[src/rtl/tictactoe_pkg.sv]
// rtl/tictactoe_pkg.sv - shared types and constants for the tictactoe turn arbiter
package tictactoe_pkg;

  typedef enum logic [1:0] {
    EMPTY = 2'b00,
    X     = 2'b01,
    O     = 2'b10
  } xoro_t;

  typedef enum logic [1:0] {
    NONE = 2'b00,
    XWIN = 2'b01,
    OWIN = 2'b10,
    DRAW = 2'b11
  } result_t;

  typedef enum logic [2:0] {
    S_IDLE,
    S_WAIT_MOVE,
    S_ISSUE,
    S_WAIT_RESP,
    S_DONE
  } arb_state_t;

  localparam logic [3:0] MAX_MOVES = 4'd9;
  localparam int         TIMER_W   = 16;

endpackage

[src/rtl/ttt_turn_timer.sv]
// rtl/ttt_turn_timer.sv - loadable saturating down-counter flagging turn expiry
// A load value of zero never expires.
module ttt_turn_timer #(
  parameter int W = 16
) (
  input  logic         clk,
  input  logic         reset,
  input  logic         clr,
  input  logic         en,
  input  logic [W-1:0] load_val,
  output logic         expire
);

  logic [W-1:0] count_q, count_d;

  always_comb begin
    count_d = count_q;
    if (clr) begin
      count_d = load_val;
    end else if (en && (count_q != '0)) begin
      count_d = count_q - W'(1);
    end
  end

  always_ff @(posedge clk or negedge reset) begin
    if (!reset) begin
      count_q <= '0;
    end else begin
      count_q <= count_d;
    end
  end

  // One remaining count means the current enabled cycle is the last allowed one.
  assign expire = (count_q == W'(1));

endmodule

[src/rtl/tictactoe_turn_arbiter.sv]
// rtl/tictactoe_turn_arbiter.sv - turn-ordered X/O move arbiter driving the board core
// Optional idle-turn forfeit timer is built only when TTT_FORFEIT_EN is defined.
module tictactoe_turn_arbiter
  import tictactoe_pkg::*;
#(
  parameter int RESP_LAT     = 1,
  parameter int TURN_TIMEOUT = 1000
) (
  input  logic       clk,
  input  logic       reset,
  input  logic       start,
  input  logic       first_o,
  input  logic       x_req,
  input  logic [1:0] x_row,
  input  logic [1:0] x_col,
  input  logic       o_req,
  input  logic [1:0] o_row,
  input  logic [1:0] o_col,
  output logic       x_ack,
  output logic       x_rej,
  output logic       o_ack,
  output logic       o_rej,
  output logic       core_clr,
  output logic       core_valid,
  output logic [1:0] core_xoro,
  output logic [1:0] core_row,
  output logic [1:0] core_col,
  input  logic       core_err,
  input  logic [1:0] core_win,
  output logic [1:0] turn,
  output logic       game_over,
  output logic [1:0] result,
  output logic [3:0] move_cnt
);

  localparam logic [2:0] LAT_LAST = 3'(RESP_LAT - 1);

  arb_state_t state_q, state_d;
  xoro_t      turn_q, turn_d;
  result_t    result_q, result_d;
  logic [3:0] move_cnt_q, move_cnt_d, cnt_inc;
  logic [1:0] row_q, row_d, col_q, col_d;
  logic [2:0] lat_q, lat_d;
  logic       x_ack_q, x_ack_d, x_rej_q, x_rej_d;
  logic       o_ack_q, o_ack_d, o_rej_q, o_rej_d;
  logic       clr_q, clr_d;
  logic       x_turn, o_turn, mv_req, mv_bad, issue_go;
  logic [1:0] mv_row, mv_col;
  logic       timer_clr, timer_en, timer_expire;

  assign x_turn   = (turn_q == X);
  assign o_turn   = (turn_q == O);
  assign mv_req   = x_turn ? x_req : (o_turn & o_req);
  assign mv_row   = x_turn ? x_row : o_row;
  assign mv_col   = x_turn ? x_col : o_col;
  assign mv_bad   = (mv_row == 2'd3) || (mv_col == 2'd3);
  assign issue_go = (state_q == S_WAIT_MOVE) && mv_req && !mv_bad && !start;
  assign timer_en = (state_q == S_WAIT_MOVE) && !issue_go;
  assign cnt_inc  = (move_cnt_q == MAX_MOVES) ? move_cnt_q : move_cnt_q + 4'd1;

  always_comb begin
    state_d    = state_q;
    turn_d     = turn_q;
    result_d   = result_q;
    move_cnt_d = move_cnt_q;
    row_d      = row_q;
    col_d      = col_q;
    lat_d      = lat_q;
    x_ack_d    = 1'b0;
    x_rej_d    = 1'b0;
    o_ack_d    = 1'b0;
    o_rej_d    = 1'b0;
    clr_d      = 1'b0;
    timer_clr  = 1'b0;
    if (start) begin
      state_d    = S_WAIT_MOVE;
      turn_d     = first_o ? O : X;
      result_d   = NONE;
      move_cnt_d = 4'd0;
      clr_d      = 1'b1;
      timer_clr  = 1'b1;
    end else begin
      if (state_q inside {S_WAIT_MOVE, S_ISSUE, S_WAIT_RESP}) begin
        x_rej_d = x_req & ~x_turn;
        o_rej_d = o_req & ~o_turn;
      end
      case (state_q)
        S_WAIT_MOVE: begin
          if (mv_req && mv_bad) begin
            if (x_turn) x_rej_d = 1'b1;
            else        o_rej_d = 1'b1;
          end
          if (issue_go) begin
            row_d   = mv_row;
            col_d   = mv_col;
            state_d = S_ISSUE;
          end else if (timer_expire) begin
            state_d  = S_DONE;
            result_d = x_turn ? OWIN : XWIN;
            turn_d   = EMPTY;
          end
        end
        S_ISSUE: begin
          lat_d   = 3'd0;
          state_d = S_WAIT_RESP;
        end
        S_WAIT_RESP: begin
          if (lat_q != LAT_LAST) begin
            lat_d = lat_q + 3'd1;
          end else if (core_err) begin
            if (x_turn) x_rej_d = 1'b1;
            else        o_rej_d = 1'b1;
            state_d = S_WAIT_MOVE;
          end else begin
            if (x_turn) x_ack_d = 1'b1;
            else        o_ack_d = 1'b1;
            move_cnt_d = cnt_inc;
            if (core_win != 2'b00) begin
              state_d  = S_DONE;
              result_d = result_t'(core_win);
              turn_d   = EMPTY;
            end else if (cnt_inc == MAX_MOVES) begin
              state_d  = S_DONE;
              result_d = DRAW;
              turn_d   = EMPTY;
            end else begin
              state_d   = S_WAIT_MOVE;
              turn_d    = x_turn ? O : X;
              timer_clr = 1'b1;
            end
          end
        end
        S_DONE: begin
          x_rej_d = x_req;
          o_rej_d = o_req;
        end
        default: ;
      endcase
    end
  end

  always_ff @(posedge clk or negedge reset) begin
    if (!reset) begin
      state_q    <= S_IDLE;
      turn_q     <= EMPTY;
      result_q   <= NONE;
      move_cnt_q <= 4'd0;
      row_q      <= 2'd0;
      col_q      <= 2'd0;
      lat_q      <= 3'd0;
      x_ack_q    <= 1'b0;
      x_rej_q    <= 1'b0;
      o_ack_q    <= 1'b0;
      o_rej_q    <= 1'b0;
      clr_q      <= 1'b0;
    end else begin
      state_q    <= state_d;
      turn_q     <= turn_d;
      result_q   <= result_d;
      move_cnt_q <= move_cnt_d;
      row_q      <= row_d;
      col_q      <= col_d;
      lat_q      <= lat_d;
      x_ack_q    <= x_ack_d;
      x_rej_q    <= x_rej_d;
      o_ack_q    <= o_ack_d;
      o_rej_q    <= o_rej_d;
      clr_q      <= clr_d;
    end
  end

`ifdef TTT_FORFEIT_EN
  ttt_turn_timer #(
    .W(TIMER_W)
  ) u_turn_timer (
    .clk      (clk),
    .reset    (reset),
    .clr      (timer_clr),
    .en       (timer_en),
    .load_val (TIMER_W'(TURN_TIMEOUT)),
    .expire   (timer_expire)
  );
`else
  logic unused_timer;
  assign timer_expire = 1'b0;
  assign unused_timer = timer_clr ^ timer_en ^ (TURN_TIMEOUT != 0);
`endif

  // The board core is held clear for the whole reset interval.
  assign core_clr   = clr_q | ~reset;
  assign core_valid = (state_q == S_ISSUE);
  assign core_xoro  = core_valid ? turn_q : 2'b00;
  assign core_row   = core_valid ? row_q : 2'b00;
  assign core_col   = core_valid ? col_q : 2'b00;
  assign x_ack      = x_ack_q;
  assign x_rej      = x_rej_q;
  assign o_ack      = o_ack_q;
  assign o_rej      = o_rej_q;
  assign turn       = turn_q;
  assign game_over  = (state_q == S_DONE);
  assign result     = result_q;
  assign move_cnt   = move_cnt_q;

endmodule

[config.mk]
export PLATFORM = sky130hd
export DESIGN_NAME = tictactoe_turn_arbiter
export DESIGN_NICKNAME = d
export VERILOG_FILES = /design/src/rtl/tictactoe_pkg.sv /design/src/rtl/ttt_turn_timer.sv /design/src/rtl/tictactoe_turn_arbiter.sv
export SDC_FILE = /design/constraint.sdc
export NUM_CORES = 1
export LEC_CHECK = 0
export BUFFER_PORTS_ARGS = -buffer_cell sky130_fd_sc_hd__buf_2
export CAP_MARGIN = 5
export CORE_ASPECT_RATIO = 0.75
export CORE_MARGIN = 3
export CORE_UTILIZATION = 47
export DETAILED_ROUTE_END_ITERATION = 16
export GPL_ROUTABILITY_DRIVEN = 0
export PLACE_DENSITY = 0.75
export SETUP_SLACK_MARGIN = 0.02
export SLEW_MARGIN = 0
export SYNTH_ARGS = -nofsm -noshare
export SYNTH_HDL_FRONTEND = slang
export SYNTH_SLANG_ARGS = --single-unit
[constraint.sdc]
create_clock -name clk -period 1.7 [get_ports clk]
set_input_delay 0.085 -clock clk [delete_from_list [all_inputs] [get_ports clk]]
set_output_delay 0.085 -clock clk [all_outputs]
set_load 0.01 [all_outputs]
---- Word-level counts from Yosys, hierarchy flattened ----
Index checks and enable logic that the tools add are counted.
operators by class
  add/subtract/negate cells ............... 2
  eq/ne operators ......................... 15
  mux-type cells .......................... 59
  bitwise logic cells ..................... 8
  reductions and logical operators ........ 19
operators with widths
  operator                                              count
  two-way mux 2 bit                                     19
  two-way mux 1 bit                                     24
  two-way mux 3 bit                                     7
  two-way mux 4 bit                                     5
  AND reduction 3 bit                                   4
  one-hot mux 3 bit (3 select lines)                    1
  nonzero test 3 bit                                    3
  equality test 4 bit (second input constant)           2
  equality test 2 bit (second input constant)           3
  equality test 3 x 2 -> 1 bit (second input constant)  2
  != test 3 bit (second input constant)                 2
  one-hot mux 1 bit (3 select lines)                    2
  one-hot mux 3 bit (2 select lines)                    1
  nonzero test 2 bit                                    3
  adder 4 x 1 -> 4 bit (second input constant)          1
  logical AND 1 bit                                     4
  != test 2 bit (second input constant)                 2
  NOT 1 bit                                             4
  AND reduction 4 bit                                   1
  nonzero test 4 bit                                    1
  adder 3 x 1 -> 3 bit (second input constant)          1
  bitwise AND 1 bit                                     3
  equality test 3 x 1 -> 1 bit (second input constant)  1
  equality test 3 bit (second input constant)           1
  other kinds (5)                                       6
storage, ports and cells
  register bits ........................... 23
  logic and storage cells ................. 115

---- Logic depth before layout (Yosys ltp) ----
Gate-level depths: netlist of the first run.
  depth in word-level cells ............... 10
  mapped depth ............................ 8
  gate-level depth less buffers ........... 7

---- Worst setup path after synthesis of the first run ----
OpenSTA, ideal clock, no wires.
  path type ............................... register -> register
  start ................................... reg turn_q[1] (netlist: turn[1])
  end ..................................... reg col_q[0]
  arrival ................................. 1.763 ns
  data required time ...................... 1.575 ns
  path slack .............................. -0.188 ns
  stages on the path, launching flop included .. 7
  buffers on the path ..................... 1
  period minus slack after synthesis ...... 1.888 ns
  path through ............................ dfrtp_1 nand2b_1 buf_2 a221oi_1 a22oi_1 nor4_4 mux2_2
on the way
  word-level cells in the longest chain between the ends .. 8
  elaborated cells between the ends (all ways) .. 14
RTL lines
  element                               RTL line                                                    text
  from (decl)                           tictactoe_turn_arbiter.sv:39                                xoro_t turn_q, turn_d;
  from (signal assigned)                tictactoe_turn_arbiter.sv:158                               turn_q <= turn_d;
  equality test 2 x 1 -> 1 bit          tictactoe_turn_arbiter.sv:51                                assign x_turn = (turn_q == X);
  two-way mux 2 bit (on tied branches)  tictactoe_turn_arbiter.sv:54, tictactoe_turn_arbiter.sv:55
  equality test 2 bit                   tictactoe_turn_arbiter.sv:56                                assign mv_bad = (mv_row == 2'd3) || (mv_col == 2'd3);
  logical OR 1 bit                      tictactoe_turn_arbiter.sv:56
  logical NOT 1 bit                     tictactoe_turn_arbiter.sv:57                                assign issue_go = (state_q == S_WAIT_MOVE) && mv_req && !mv_bad && !start;
  logical AND 1 bit (2 in a row)        tictactoe_turn_arbiter.sv:57
  AND reduction 3 bit (no line)         --
  to (signal assigned)                  tictactoe_turn_arbiter.sv:162                               col_q <= col_d;
  to (decl)                             tictactoe_turn_arbiter.sv:42                                logic [1:0] row_q, row_d, col_q, col_d;
Parallel ways exist; a longest one is shown, timed or not.
A chain may end at the register's enable or synchronous reset.

---- Final worst setup path of the first run ----
  start ................................... reg move_cnt_q[1] (netlist: move_cnt[1])
  end ..................................... reg turn_q[1] (netlist: turn[1])
on the way
  word-level cells in the longest chain between the ends .. 9
  elaborated cells between the ends (all ways) .. 10
RTL lines
  element                                                      RTL line                       text
  from (decl)                                                  tictactoe_turn_arbiter.sv:41   logic [3:0] move_cnt_q, move_cnt_d, cnt_inc;
  from (signal assigned)                                       tictactoe_turn_arbiter.sv:160  move_cnt_q <= move_cnt_d;
  adder 4 x 1 -> 4 bit or equality test 4 bit (tied branches)  tictactoe_turn_arbiter.sv:59   assign cnt_inc = (move_cnt_q == MAX_MOVES) ? move_cnt_q : move_cnt_q + 4'd1;
  two-way mux 4 bit *                                          tictactoe_turn_arbiter.sv:59
  equality test 4 bit *                                        tictactoe_turn_arbiter.sv:122  end else if (cnt_inc == MAX_MOVES) begin
  two-way mux 2 bit *                                          tictactoe_turn_arbiter.sv:122
  two-way mux 2 bit *                                          tictactoe_turn_arbiter.sv:118  if (core_win != 2'b00) begin
  two-way mux 2 bit *                                          tictactoe_turn_arbiter.sv:110  end else if (core_err) begin
  two-way mux 2 bit *                                          tictactoe_turn_arbiter.sv:108  if (lat_q != LAT_LAST) begin
  two-way mux 2 bit *                                          tictactoe_turn_arbiter.sv:87   case (state_q)
  two-way mux 2 bit *                                          tictactoe_turn_arbiter.sv:75   if (start) begin
Mark *: on every way between the ends. The rest lies on a longest branch, timed or not. The select of a mux whose other input is x is not followed.

==> out/summary.json, run 1 <==
{
  "sta": {
    "worst_pin_slew_ns": 0.4216,
    "grt_setup_unrepaired": "yes",
    "finalClockSkew_ns": 0.003672,
    "setup_viol_count_final": 7,
    "timing.slew.headroom_pct": 71.84,
    "final_min_period_over_clock_period_pct": 102.6,
    "final_slew_violations": 0,
    "shortest_clock_period_the_worst_path_allows_after_layout_ns": 1.744,
    "timing.final.ws_setup_ns": -0.04407,
    "hold_viol": 0,
    "max_freq_mhz": 573.4
  },
  "setup_path": {
    "reg2reg_to": "turn[1]",
    "timing.critical_path.slowest_stage_cell": "sky130_fd_sc_hd__dfrtp_2",
    "critPathLaunch": "move_cnt[1]",
    "crit_required_ns": 1.90,
    "setup.reg_to_reg.worst_slack_ns": -0.04,
    "critPathMaxFanout": 4,
    "cp.buffers_inverters": 2,
    "critPathTopFamily": "compound AO/OA/AOI/OAI gates",
    "crit_path_max_incr_delay_ns": 0.45,
    "timing.critical_path.arrival_ns": 1.94,
    "worst-path-stages": 8,
    "crit_path_cell_trace": "inv_2, ha_4, o21ai_0, and3_4, o32ai_2, buf_4, nand4_1, a21oi_1",
    "rr_worst_depth": 8,
    "crit_end": "turn[1]",
    "worst_setup_path_start_kind": "flop",
    "r2r_start": "move_cnt[1]",
    "end_kind": "flop",
    "crit_type": "flop to flop"
  },
  "clock_tree": {
    "cts_sink_count": 23,
    "insertion_delay_ns": 0.27,
    "tritoncts_clock_tree": "built",
    "cts_buffers": 3,
    "cts_max_level": 1,
    "max-clock-path-buffers": 2,
    "path_clk_slew_ns": 0.08,
    "cts.root.buffer_cell": "sky130_fd_sc_hd__clkbuf_8"
  },
  "synth": {
    "synth.cells.most_frequent": "sky130_fd_sc_hd__dfrtp_1 (23), sky130_fd_sc_hd__nand2_1 (22), sky130_fd_sc_hd__nor2_1 (15)",
    "synth_xor_xnor_area_share_pct": 0.6071,
    "synth.area.mux_share_pct": 3.122,
    "postSynth.asyncResetShare_pct": 100.0,
    "synth_largest_type_area_fraction_pct": 39.90,
    "adder_cell_fraction_of_synth_area_pct": 3.469,
    "synth_sequential_area_ratio_pct": 39.90,
    "synth_compound_gate_area_share_pct": 19.86,
    "synth_top_family_by_area": "simple AND/OR/NAND/NOR gates",
    "synth_area_leader_cell": "sky130_fd_sc_hd__dfrtp_1",
    "synth_cells": 167,
    "synth_edf_count": 0,
    "synth.distinct_cells": 39,
    "yosys_warnings": 0,
    "synth_area_leaders": "sky130_fd_sc_hd__dfrtp_1 (40%), sky130_fd_sc_hd__nand2_1 (5.7%), sky130_fd_sc_hd__a21oi_1 (4.9%)",
    "postSynthRegisterBits": 23,
    "synth_simple_gate_area_share_pct": 29.66,
    "synthesis.nets": 188,
    "post_synth_instance_area_sq_um": 1443,
    "syn-mean-instance-area_sq_um": 8.639,
    "synth-main-ff-cell": "sky130_fd_sc_hd__dfrtp_1",
    "yosys.cell_count.top_type": "sky130_fd_sc_hd__dfrtp_1"
  },
  "cells_and_area": {
    "antenna_diode_count": 0,
    "design.final.nets": 261,
    "finalInstanceArea_sq_um": 2162,
    "post_route_cells_drive_above_1_share_pct": 46.86,
    "final_core_utilization_pct": 78.26,
    "area.growth.synth_to_final_pct": 49.87
  },
  "grt": {
    "global_route.overflow_total": 0,
    "grt_first_pass_wirelength_mm": 6.637,
    "pin_count_of_the_biggest_net_entering_global_routing": 24,
    "vias_in_the_first_global_route": 1443,
    "track_usage_pct": 22.39,
    "grt_antenna_before_repair": 0
  },
  "routing": {
    "wire_per_inst_um": 14.92,
    "dr_vias": 1539,
    "initialDrtViolationCount": 81,
    "totalWireLength_mm": 4.103,
    "dr.pass1.iters": 4,
    "viasPerCell": 5.596,
    "antenna_left": 0,
    "drc": 0
  },
  "floorplanning": {
    "row_count": 16,
    "floorplan.core_area_sq_um": 2763,
    "initial_utilization_pct": 52.22,
    "floorplan.io_pins": 38,
    "fp.dieW_um": 69.98,
    "die_area_sq_um": 3777,
    "die_height_um": 53.98
  },
  "power": {
    "switching_share_pct": 28.69,
    "pwr-share-seq_pct": 47.2,
    "cell_internal_pwr_w": 0.0009823,
    "power_switching_w": 0.0003951,
    "power.clock.fraction_pct": 24.8,
    "post-layout-total-power_w": 0.001377,
    "worst_ir_drop_vdd_mv": 0.3946,
    "p_leak_nw": 1.056,
    "power_frac_comb_pct": 28.1,
    "power_per_cell_area_nw_per_um2": 637.1
  },
  "place": {
    "port_buffers": 37,
    "place_worst_setup_slack_ns": -0.04198,
    "detailedPlacementHpwl_mm": 2.924,
    "placedInstanceArea_sq_um": 1941
  },
  "run_status": {
    "violations": "setup timing",
    "status": "finished with violations"
  },
  "worst_hold_path": {
    "hold_path.class": "input pin to flop"
  },
  "run": {
    "maxCapViolations": 0
  }
}
==> worst min path at each step <==
stage / from / end / slack (ns) / cells past startpoint
3_5_place_dp: reset / row_q[0] / 0.1 / 2
6_report: first_o / turn[1] / 0.09 / 3
3_3_place_gp: reset / clr_q / 0.09 / 2
2_1_floorplan: reset / clr_q / -0.21 / 0
5_1_grt: first_o / turn[1] / 0.12 / 3
4_1_cts: first_o / turn[1] / 0.08 / 3
==> power by group through the flow <==
stage / combinational, W / sequential [W] / clock, W
floorplan: 0.000199 / 0.000656 / 0
global placement: 0.000328 / 0.000654 / 0
detailed placement: 0.000340 / 0.000656 / 0
CTS: 0.000355 / 0.000646 / 0.000353
global route: 0.000418 / 0.000662 / 0.000384
finish: 0.000386 / 0.000649 / 0.000341
==> cell families (layout without fill, tap and decap cells) <==
| logic type | after synthesis | count (layout) |
|---|---|---|
| buf+inv | 12 | 84 |
| flops | 23 | 23 |
| xor+xnor | 1 | 1 |
| compound gates | 44 | 44 |
| fa+ha+maj | 4 | 4 |
| mux | 4 | 4 |
| simple gates | 79 | 79 |
==> cells in the final DEF, fill, tap and decap left out, types with 3 or more instances in the layout <==
cell	count
sky130_fd_sc_hd__o21ai_1	4
sky130_fd_sc_hd__o32ai_2	3
sky130_fd_sc_hd__nand2b_1	8
sky130_fd_sc_hd__nand2_1	22
sky130_fd_sc_hd__a21oi_1	12
sky130_fd_sc_hd__buf_2	35
sky130_fd_sc_hd__and2_4	3
sky130_fd_sc_hd__nor2_1	13
sky130_fd_sc_hd__buf_4	35
sky130_fd_sc_hd__and2_1	4
sky130_fd_sc_hd__nand2b_4	4
sky130_fd_sc_hd__o21ai_0	6
sky130_fd_sc_hd__nand3b_1	3
sky130_fd_sc_hd__dfrtp_1	21
sky130_fd_sc_hd__clkbuf_8	3
sky130_fd_sc_hd__nor2b_1	6
sky130_fd_sc_hd__inv_1	4
sky130_fd_sc_hd__buf_6	4
sky130_fd_sc_hd__mux2_4	4
==> stage by stage <==
step | instances | TNS, ns | hold slack [ns]
floorplan | 167 | -0.3413 | -0.2106
detailed placement | 259 | -0.1682 | 0.09999
global route | 275 | -0.8861 | 0.1177
CTS | 266 | -0.1098 | 0.08310
finish | 275 | -0.1965 | 0.09107
global placement | 259 | -0.01150 | 0.09182
==> repair_timing <==
item,CTS,global route
pin swaps,5,7
endpoints found under the hold margin,23,0
setup buffers,2,9
endpoints found under the setup margin,17,22
resized for setup,5,14
hold buffers,1,0
==> per-layer routing <==
layer  up-vias  wire length, um  GRT usage, %
met1       730             1871         29.18
li1        739                -             -
met2        68             1925         38.24
met5         -                0             0
met4         0               15         4.459
met3         2              291         5.970
==> tightest hold or removal path: cells and delay by family <==
family	cells	cell delay [ns]
and+or+nand+nor	1	0.04
AOI/OAI and AO/OA	1	0.11
buffers and inverters	1	0.08
==> cell type report <==
type                            instances  area, sq um
Clock buffer                            3        41.29
Clock inverter                          1        5.005
Fill cell                             190        600.6
Inverter                                5        18.77
Multi-Input combinational cell        132        980.9
Sequential cell                        23        578.1
Tap cell                               36        45.04
Timing Repair Buffer                   75        493.0
==> state kept, by name, summed over array words and instances (netlist names) <==
name,count
move_cnt,4
lat_q,3
state_q,3
col_q,2
result,2
row_q,2
turn,2
clr_q,1
o_ack,1
o_rej,1
x_ack,1
x_rej,1
Note: power is estimated with default switching activity, not from simulation.
==> inputs of run 2 (changes only) <==
--- a/config.mk
+++ b/config.mk
@@ -13,7 +13,7 @@
 export DETAILED_ROUTE_END_ITERATION = 16
 export GPL_ROUTABILITY_DRIVEN = 0
 export PLACE_DENSITY = 0.75
-export SETUP_SLACK_MARGIN = 0.02
+export SETUP_SLACK_MARGIN = 0.5
 export SLEW_MARGIN = 0
 export SYNTH_ARGS = -nofsm -noshare
 export SYNTH_HDL_FRONTEND = slang
==> run 2 against run 1 <==
The flow still finishes with violations (setup timing); global-route usage rose by 6.3 points; combinational power rose by 30%; die area did not move; via count rose by 17%; count of clock-buffer cells in the layout rose by 1; non-clock buffer count rose by 15; sequential share of layout area fell by 3.7 points; critical path type unchanged; critical endpoint is now turn[0]; largest cell class unchanged.
==> out/summary.json, run 2 (same netlist as run 1, synthesis figures left out) <==
{
  "clock_tree": {
    "cts_buffers": {"value": 3, "change": "unchanged"},
    "tritoncts_clock_tree": "built",
    "path_clk_slew": {"value": 0.09, "unit": "ns", "change": "about the same"},
    "cts_max_level": {"value": 1, "change": "unchanged"},
    "insertion_delay": {"value": 0.27, "unit": "ns", "change": "about the same"},
    "max-clock-path-buffers": {"value": 2, "change": "unchanged"},
    "cts_sink_count": {"value": 23, "change": "unchanged"},
    "cts.root.buffer_cell": "sky130_fd_sc_hd__clkbuf_8"
  },
  "cells_and_area": {
    "post_route_cells_drive_above_1_share": {"value": 61.02, "unit": "%", "change": "+14 points"},
    "area.growth.synth_to_final_pct": 74.76,
    "final_common_cell": "sky130_fd_sc_hd__buf_4",
    "final_core_utilization": {"value": 91.26, "unit": "%", "change": "+13 points"},
    "largest_register_ff_count": {"value": 4, "change": "unchanged"},
    "antenna_diode_count": {"value": 0, "change": "unchanged"},
    "layout.cells.most_common_list": "sky130_fd_sc_hd__buf_4 (39), sky130_fd_sc_hd__buf_2 (33), sky130_fd_sc_hd__nand2_1 (19), sky130_fd_sc_hd__dfrtp_1 (19), sky130_fd_sc_hd__buf_6 (16)",
    "nFillCells": {"value": 112, "change": "-41%"},
    "design.final.nets": {"value": 276, "change": "+5.7%"}
  },
  "setup_path": {
    "end_kind": "flop",
    "setup.reg_to_reg.worst_slack": {"value": -0.14, "unit": "ns", "change": "-0.10 ns"},
    "worst_setup_path_start_kind": "flop",
    "crit_type": "flop to flop",
    "critPathMaxFanout": {"value": 4, "change": "unchanged"},
    "crit_required": {"value": 1.86, "unit": "ns", "change": "-0.04 ns"},
    "timing.critical_path.arrival": {"value": 2.00, "unit": "ns", "change": "+0.06 ns"}
  },
  "floorplanning": {
    "die_area": {"value": 3777, "unit": "sq um", "change": "unchanged"},
    "floorplan.io_pins": {"value": 38, "change": "unchanged"},
    "row_count": {"value": 16, "change": "unchanged"},
    "floorplan.core_area": {"value": 2763, "unit": "sq um", "change": "unchanged"},
    "initial_utilization": {"value": 52.22, "unit": "%", "change": "unchanged"},
    "die_height": {"value": 53.98, "unit": "um", "change": "unchanged"},
    "fp.dieW": {"value": 69.98, "unit": "um", "change": "unchanged"}
  },
  "run_status": {
    "violations": "setup timing",
    "status": "finished with violations"
  },
  "routing": {
    "drc": {"value": 0, "change": "unchanged"},
    "antenna_left": {"value": 0, "change": "unchanged"},
    "initialDrtViolationCount": {"value": 141, "change": "+74%"},
    "wire_per_inst": {"value": 21.48, "unit": "um", "change": "+44%"},
    "viasPerCell": {"value": 6.224, "change": "+11%"},
    "dr_vias": {"value": 1805, "change": "+17%"},
    "totalWireLength": {"value": 6.229, "unit": "mm", "change": "+52%"},
    "dr.pass1.iters": {"value": 5, "change": "+1"}
  },
  "sta": {
    "worst_hold_slack": {"value": 0.1329, "unit": "ns", "change": "+0.04185 ns"},
    "max_freq": {"value": 542.2, "unit": "MHz", "change": "-5.4%"},
    "hold_viol": {"value": 0, "change": "unchanged"},
    "timing.slew.headroom": {"value": 66.41, "unit": "%", "change": "-5.4 points"},
    "grt_setup_unrepaired": "yes",
    "timing.final.ws_setup": {"value": -0.1443, "unit": "ns", "change": "-0.1002 ns"},
    "shortest_clock_period_the_worst_path_allows_after_layout": {"value": 1.844, "unit": "ns", "change": "+0.1002 ns"},
    "setup_viol_count_final": {"value": 12, "change": "+5"},
    "worst_pin_slew": {"value": 0.5020, "unit": "ns", "change": "+0.08046 ns"},
    "final_min_period_over_clock_period": {"value": 108.5, "unit": "%", "change": "+5.9 points"},
    "final_slew_violations": {"value": 0, "change": "unchanged"},
    "finalClockSkew": {"value": 0.007301, "unit": "ns", "change": "+0.003629 ns"}
  },
  "power": {
    "p_leak": {"value": 1.195, "unit": "nW", "change": "+13%"},
    "worst_ir_drop_vdd": {"value": 0.4742, "unit": "mV", "change": "+20%"},
    "post-layout-total-power": {"value": 0.001514, "unit": "W", "change": "+9.9%"},
    "power_per_cell_area": {"value": 600.4, "unit": "nW/um^2", "change": "-5.8%"}
  },
  "grt": {
    "grt_first_pass_wirelength": {"value": 8.217, "unit": "mm", "change": "+24%"},
    "vias_in_the_first_global_route": {"value": 1648, "change": "+14%"},
    "grt_antenna_before_repair": {"value": 0, "change": "unchanged"},
    "track_usage": {"value": 28.65, "unit": "%", "change": "+6.3 points"},
    "pin_count_of_the_biggest_net_entering_global_routing": {"value": 24, "change": "unchanged"},
    "global_route.overflow_total": {"value": 0, "change": "unchanged"}
  },
  "run": {
    "maxCapViolations": {"value": 0, "change": "unchanged"}
  },
  "place": {
    "detailedPlacementHpwl": {"value": 3.194, "unit": "mm", "change": "+9.2%"},
    "port_buffers": {"value": 37, "change": "unchanged"}
  },
  "worst_hold_path": {
    "hold_path.class": "input pin to flop"
  }
}
## run 2: path summary, 6_finish.rpt
| path | start | end | cells after the start |
|---|---|---|---|
| max in group asynchronous | reset | move_cnt[0] | 3 |
| min in group asynchronous | reset | move_cnt[2] | 3 |
| min reg2reg | row_q[0] | row_q[0] | 1 |
| max | move_cnt[1] | turn[0] | 7 |
| min | first_o | turn[1] | 3 |
| max reg2reg | move_cnt[1] | turn[0] | 7 |
## run 2: power breakdown
group / internal, W / switching (W)
combinational: 0.000256 / 0.000246
sequential: 0.000612 / 0.0000460
clock: 0.000168 / 0.000186
## run 2: layout make-up
cell class,instances,area (sq um),share of cell area (%)
clock buffer,4,45.04,1.787
sequential,23,580.6,23.03
multi-input combinational,132,1169,46.35
timing repair buffer,90,663.1,26.30
tap,36,45.04,1.787
inverter,5,18.77,0.7444
## run 2: critical path: stages, from the launching register on
cell,delay [ns]
sky130_fd_sc_hd__dfrtp_2,0.43
sky130_fd_sc_hd__inv_2,0.06
sky130_fd_sc_hd__ha_4,0.17
sky130_fd_sc_hd__a211o_1,0.27
sky130_fd_sc_hd__a21oi_2,0.17
sky130_fd_sc_hd__o32ai_4,0.12
sky130_fd_sc_hd__and2_4,0.21
sky130_fd_sc_hd__a221o_1,0.30
## run 2: through the flow
step / cell area [sq um] / setup slack [ns] / instances / setup TNS [ns]
after global placement: 2058 / -0.05694 / 267 / -0.05694
after global routing: 2521 / -0.1972 / 290 / -1.650
after floorplan: 1622 / -0.09067 / 167 / -0.4362
after detailed placement: 2058 / -0.09592 / 267 / -0.2135
final: 2521 / -0.1443 / 290 / -0.9572
after CTS: 2371 / -0.09871 / 284 / -0.1581
## run 2: repair_timing
action	in CTS	in global routing
hold endpoints to repair	23	0
hold buffers	1	0
buffers inserted	12	6
setup endpoints to repair	30	30
gates resized for setup	38	26
pin swaps	20	12
## run 2: per-layer routing
metal / global-route usage (%) / part of all wire, % / vias up
li1: - / - / 773
met1: 34.18 / 40 / 891
met2: 50.94 / 48 / 114
met3: 7.463 / 7.7 / 27
met4: 10.83 / 3.8 / 0
met5: 0 / 0 / -
